## config.mk

```make
export PLATFORM = sky130hd
export DESIGN_NAME = line_drawer
export DESIGN_NICKNAME = d
export VERILOG_FILES = /design/src/rtl/line_drawer.sv
export SDC_FILE = /design/constraint.sdc
export NUM_CORES = 1
export LEC_CHECK = 0
export BUFFER_PORTS_ARGS = -buffer_cell sky130_fd_sc_hd__buf_2
export CORE_MARGIN = 4
export CORE_UTILIZATION = 61
export DETAILED_ROUTE_END_ITERATION = 6
export GPL_ROUTABILITY_DRIVEN = 1
export PLACE_DENSITY = 0.82
export SLEW_MARGIN = 0
export SYNTH_ARGS = -nofsm -noshare
export SYNTH_HDL_FRONTEND = slang
export SYNTH_SLANG_ARGS = --single-unit
```

## constraint.sdc

```tcl
create_clock -name clk -period 5 [get_ports clk]
set_clock_uncertainty 0.15 [all_clocks]
set_input_delay 1 -clock clk [delete_from_list [all_inputs] [get_ports clk]]
set_output_delay 1 -clock clk [all_outputs]
set_load 0.05 [all_outputs]
```

## src/rtl/line_drawer.sv

```systemverilog
// Bresenham line rasteriser: accepts one (x0,y0)->(x1,y1) draw command at a time and
// streams in-bounds pixels on an Avalon-ST source, one candidate point per DRAW cycle.
module line_drawer #(
  parameter int         COORD_WIDTH = 11,
  parameter int         COLOR_WIDTH = 8,
  parameter int         WIDTH       = 640,
  parameter int         HEIGHT      = 480,
  parameter logic [7:0] CHANNEL     = 8'd0
) (
  input  logic                                 clk,
  input  logic                                 reset,
  input  logic                                 cmd_valid,
  output logic                                 cmd_ready,
  input  logic [COORD_WIDTH-1:0]               cmd_x0,
  input  logic [COORD_WIDTH-1:0]               cmd_y0,
  input  logic [COORD_WIDTH-1:0]               cmd_x1,
  input  logic [COORD_WIDTH-1:0]               cmd_y1,
  input  logic [COLOR_WIDTH-1:0]               cmd_color,
  output logic                                 st_valid,
  input  logic                                 st_ready,
  output logic [2*COORD_WIDTH+COLOR_WIDTH-1:0] st_data,
  output logic [7:0]                           st_channel,
  output logic                                 busy,
  output logic [1:0]                           dbg_state
);

  localparam int EW = COORD_WIDTH + 2;
  localparam logic [COORD_WIDTH:0]   WIDTH_C  = WIDTH[COORD_WIDTH:0];
  localparam logic [COORD_WIDTH:0]   HEIGHT_C = HEIGHT[COORD_WIDTH:0];
  localparam logic [COORD_WIDTH-1:0] ONE      = 1;

  typedef struct packed {
    logic [COORD_WIDTH-1:0] x;
    logic [COORD_WIDTH-1:0] y;
    logic [COLOR_WIDTH-1:0] color;
  } pixel_t;

  typedef enum logic [1:0] {
    S_IDLE  = 2'd0,
    S_SETUP = 2'd1,
    S_DRAW  = 2'd2
  } state_t;

  state_t                  state_q, state_d;
  logic [COORD_WIDTH-1:0]  x0_q, x0_d, y0_q, y0_d, x1_q, x1_d, y1_q, y1_d;
  logic [COORD_WIDTH-1:0]  cur_x_q, cur_x_d, cur_y_q, cur_y_d;
  logic [COLOR_WIDTH-1:0]  color_q, color_d;
  logic signed [EW-1:0]    dx_q, dx_d, dy_q, dy_d, err_q, err_d;
  logic                    sx_neg_q, sx_neg_d, sy_neg_q, sy_neg_d;

  logic [COORD_WIDTH-1:0]  adx, ady;
  logic signed [EW-1:0]    setup_dx, setup_dy, e2;
  logic                    in_bounds, at_end, advance;
  pixel_t                  pix;

  // Handshakes: a transfer happens on a rising edge where valid && ready; valid never
  // waits on ready, and a presented beat holds its data until it is taken.
  assign cmd_ready  = (state_q == S_IDLE);
  assign busy       = (state_q != S_IDLE);
  assign dbg_state  = state_q;
  assign st_channel = CHANNEL;

  assign in_bounds = ({1'b0, cur_x_q} < WIDTH_C) && ({1'b0, cur_y_q} < HEIGHT_C);
  assign at_end    = (cur_x_q == x1_q) && (cur_y_q == y1_q);
  assign st_valid  = (state_q == S_DRAW) && in_bounds;
  // Clipped candidates advance without waiting for the sink.
  assign advance   = (state_q == S_DRAW) && (!in_bounds || st_ready);

  assign pix.x     = cur_x_q;
  assign pix.y     = cur_y_q;
  assign pix.color = color_q;
  assign st_data   = pix;

  always_comb begin
    state_d  = state_q;
    x0_d     = x0_q;
    y0_d     = y0_q;
    x1_d     = x1_q;
    y1_d     = y1_q;
    color_d  = color_q;
    cur_x_d  = cur_x_q;
    cur_y_d  = cur_y_q;
    dx_d     = dx_q;
    dy_d     = dy_q;
    err_d    = err_q;
    sx_neg_d = sx_neg_q;
    sy_neg_d = sy_neg_q;

    adx      = (x1_q >= x0_q) ? (x1_q - x0_q) : (x0_q - x1_q);
    ady      = (y1_q >= y0_q) ? (y1_q - y0_q) : (y0_q - y1_q);
    setup_dx = $signed({2'b00, adx});
    setup_dy = -$signed({2'b00, ady});
    e2       = err_q <<< 1;

    case (state_q)
      S_IDLE: begin
        if (cmd_valid) begin
          x0_d    = cmd_x0;
          y0_d    = cmd_y0;
          x1_d    = cmd_x1;
          y1_d    = cmd_y1;
          color_d = cmd_color;
          state_d = S_SETUP;
        end
      end
      S_SETUP: begin
        dx_d     = setup_dx;
        dy_d     = setup_dy;
        err_d    = setup_dx + setup_dy;
        sx_neg_d = !(x0_q < x1_q);
        sy_neg_d = !(y0_q < y1_q);
        cur_x_d  = x0_q;
        cur_y_d  = y0_q;
        state_d  = S_DRAW;
      end
      S_DRAW: begin
        if (advance) begin
          if (at_end) begin
            state_d = S_IDLE;
          end else begin
            // Both tests use the pre-update error term; err_d accumulates both adds.
            if (e2 >= dy_q) begin
              err_d   = err_d + dy_q;
              cur_x_d = sx_neg_q ? (cur_x_q - ONE) : (cur_x_q + ONE);
            end
            if (e2 <= dx_q) begin
              err_d   = err_d + dx_q;
              cur_y_d = sy_neg_q ? (cur_y_q - ONE) : (cur_y_q + ONE);
            end
          end
        end
      end
      default: state_d = S_IDLE;
    endcase
  end

  always_ff @(posedge clk or negedge reset) begin
    if (!reset) begin
      state_q  <= S_IDLE;
      x0_q     <= '0;
      y0_q     <= '0;
      x1_q     <= '0;
      y1_q     <= '0;
      color_q  <= '0;
      cur_x_q  <= '0;
      cur_y_q  <= '0;
      dx_q     <= '0;
      dy_q     <= '0;
      err_q    <= '0;
      sx_neg_q <= 1'b0;
      sy_neg_q <= 1'b0;
    end else begin
      state_q  <= state_d;
      x0_q     <= x0_d;
      y0_q     <= y0_d;
      x1_q     <= x1_d;
      y1_q     <= y1_d;
      color_q  <= color_d;
      cur_x_q  <= cur_x_d;
      cur_y_q  <= cur_y_d;
      dx_q     <= dx_d;
      dy_q     <= dy_d;
      err_q    <= err_d;
      sx_neg_q <= sx_neg_d;
      sy_neg_q <= sy_neg_d;
    end
  end

endmodule
```

==> results.yml <==
finish:
  layout-drive-gt1-share_pct: 16.1
  finalInstanceArea_um2: 11200
  multiInputGateArea_um2: 6360
  regArea_um2: 2850
  fillers: 1202
  antenna_cells: 0
  nNetsFinal: 1427
  syn2layout_area_growth_pct: 14.4
run_status:
  status: "finished, final reports clean"
worst_setup_path:
  crit_top_cell: "a21oi_1"
  required_ns: 5.15
  slowest_delay_ns: 0.42
  crit_path_max_fanout: 8
  path_cells: "inv_1 > ha_2 > a211oi_2 > nor2_1 > or3_4 > o21ai_1 > and2_1 > ha_2 > ha_1 > a21o_1 > a21oi_1 > nand2b_1 > a21oi_1 > nor2_2 > nor2_1 > a221oi_2 > a21oi_1 > xnor2_1 > a21oi_1 > mux2_2"
  critPathLaunchType: "flop"
  end_kind: "flop"
  arrival_ns: 4.97
  worst-setup-path-type: "flop to flop"
  crit_path_top_delay_cell: "dfrtp_1"
route:
  drt_iter0_markers: 595
  antenna_left: 0
  vias: 8736
  drcViolationCount: 0
  via_per_inst: 5.95
  drt_pass1_iterations: 7
  wl_per_cell_um: 17.9
  wirelength_um: 26300
timing:
  fin_crit_ns: 4.82
  finalCritPeriodShare_pct: 96.5
  slew_viol_final: 0
  relSlewSlack_pct: 29.1
  clock.fmax_mhz: 207
  finalSetupTns_ns: 0
  hold_viol: 0
  worstMarginPinSlew_ns: 1.06
  setup_viol: 0
floorplan:
  coreArea_um2: 15400
  ios: 99
  row_count: 45
  die_h_um: 134
  floorplan.initialDensity_pct: 63.2
  die_area_um2: 18100
  die_x_um: 134
grt:
  overflow: 0
  grt_pass1_wl_um: 42200
  grt_util_all_layers_pct: 29.1
  antenna_found_initial: 0
  grt_max_degree: 63
  grt_pass1_vias: 8489
clocking:
  cts_root_buf: "clkbuf_16"
  clk_latency_ns: 0.42
  h-tree-depth: 4
  clkTransAtPathRegs_ns: 0.06
  cts_buffers: 17
  cts.sink_count: 114
  cts_max_path_buffers: 2
  cts_tree: "yes"
  cts-hold-fix-buffers: 0
logic_synthesis:
  synth_edf_count: 0
  async_flop_share_pct: 100
  ys.flop_type: "dfrtp_1"
  ys_warn_count: 0
  synth_top_cells_by_area: "dfrtp_1 (29%), ha_1 (15%), o21ai_0 (6.6%), xnor2_1 (5.0%), inv_1 (4.7%)"
  postSynthCellCount: 1159
  synth_seq_area_share_pct: 29.3
  yosys_register_bits: 114
  synth_area_um2: 9750
  synth_top_area_share_pct: 29.3
  yosys.area.top_type: "dfrtp_1"
  synth_cell_types: 73
  avgSynthCellArea_um2: 8.41
placed_design:
  place_hpwl_um: 19600
  placed_area_um2: 10400
  port_buffers: 90
  place.gp.congestion: 0.956
run:
  maxCapViolations: 0
min_path:
  min_path_type: "flop to flop"
timing repair:
item	4_1_cts	5_1_grt
hold endpoints to repair	0	0
pin swaps	0	6
setup endpoints to repair	2	5
gates resized for setup	1	37
buffers inserted	0	7
flip-flops by register name, summed over array words and instances (netlist names):
| signal | flops |
|---|---|
| dy_q | 13 |
| err_q | 12 |
| cur_x_q | 11 |
| cur_y_q | 11 |
| dx_q | 11 |
| x0_q | 11 |
| x1_q | 11 |
| y0_q | 11 |
| y1_q | 11 |
| color_q | 8 |
| dbg_state | 2 |
| sx_neg_q | 1 |
| sy_neg_q | 1 |
per-layer routing:
layer | global-route usage, % | vias up | routed length [µm]
met4 | 9.90 | 0 | 790
met3 | 5.51 | 59 | 1950
met2 | 47.1 | 352 | 12200
li1 | - | 4168 | -
met1 | 39.3 | 4157 | 11400
met5 | 0 | - | 0
critical path: cells and delay by family, from the launching register on:
family	cells	cell delay [ns]
compound gates	8	1.50
simple gates	6	1.08
mux	1	0.27
flops	1	0.42
buf+inv	1	0.13
xor+xnor	1	0.21
fa+ha+maj	3	0.91
area by class of cell:
| class | instances | area share (%) |
|---|---|---|
| clock inverter | 10 | 1.42 |
| multi-input combinational | 878 | 57.0 |
| tap | 211 | 2.37 |
| timing repair buffer | 112 | 5.57 |
| inverter | 121 | 4.07 |
| sequential | 114 | 25.6 |
| clock buffer | 22 | 3.98 |
cell families (layout without fill, tap and decap cells):
logic type      after synthesis  count (layout)  synth area share [%]
compound gates              337             337                  21.0
xor+xnor                     76              76                  6.97
fa+ha+maj                   127             127                  17.0
buf+inv                     174             265                  7.12
flops                       114             114                  29.3
mux                          37              37                  4.07
other cells                   1               8                0.0385
simple gates                293             293                  14.5
Yosys cell counts, types with 3 or more instances:
| cell | n |
|---|---|
| o21ai_0 | 128 |
| inv_1 | 121 |
| nand2_1 | 120 |
| ha_1 | 118 |
| dfrtp_1 | 114 |
| a21oi_1 | 82 |
| xnor2_1 | 56 |
| nor2_1 | 52 |
| clkbuf_1 | 39 |
| a21o_1 | 31 |
| nor2b_1 | 25 |
| mux2_2 | 21 |
| nor3_1 | 20 |
| xor2_1 | 19 |
| a211oi_1 | 17 |
| nand2b_1 | 17 |
| mux2i_1 | 16 |
| a21boi_0 | 12 |
| nand4_1 | 12 |
| nand3_1 | 11 |
| fa_1 | 9 |
| o31ai_1 | 9 |
| buf_4 | 8 |
| and3_1 | 6 |
| o21a_1 | 6 |
| o21bai_1 | 6 |
| and2_1 | 5 |
| o21ai_1 | 5 |
| o22ai_1 | 5 |
| a31oi_1 | 4 |
| nor4_1 | 4 |
| buf_2 | 3 |
| or3_1 | 3 |
final timing paths:
check / slack (ns) / cells past startpoint / to / from
max: 0.18 / 20 / err_q[9]$_DFFE_PN0P_ / y0_q[8]$_DFFE_PN0P_
min: 0.34 / 2 / dy_q[11]$_DFFE_PN0P_ / dy_q[11]$_DFFE_PN0P_
max reg2reg: 0.18 / 20 / err_q[9]$_DFFE_PN0P_ / y0_q[8]$_DFFE_PN0P_
min reg2reg: 0.34 / 2 / dy_q[11]$_DFFE_PN0P_ / dy_q[11]$_DFFE_PN0P_
max in group asynchronous: 3.27 / 2 / y0_q[1]$_DFFE_PN0P_ / reset
min in group asynchronous: 0.40 / 1 / cur_y_q[5]$_DFFE_PN0P_ / reset
placed cells by master, fill, tap and decap left out, drive strengths merged, types with 8 or more instances in the layout:
cell type and n:
a21o 31, nand3 11, nand4 12, nor2b 25
o21ai 134, clkbuf 22, mux2 21, nand2b 17
nand2 121, ha 118, nor3 20, fa 9
o31ai 9, xnor2 56, a21boi 12, dfrtp 114
conb 8, buf 112, nor2 52, a211oi 18
a21oi 82, xor2 19, mux2i 16, inv 121
per-stage QoR:
step,worst slack [ns],std cells,hold slack (ns),util (%)
after floorplan,0.338,1166,0.300,-
after global placement,0.189,1429,0.313,67.2
after detailed placement,-0.0180,1429,0.326,67.2
after CTS,0.0629,1461,0.338,71.1
after global routing,-0.0704,1468,0.364,72.3
final,0.176,1468,0.335,72.3
Power is left out: the tool's default activity adds up to more than one toggle a clock period on the data nets, which glitch-free logic cannot reach.
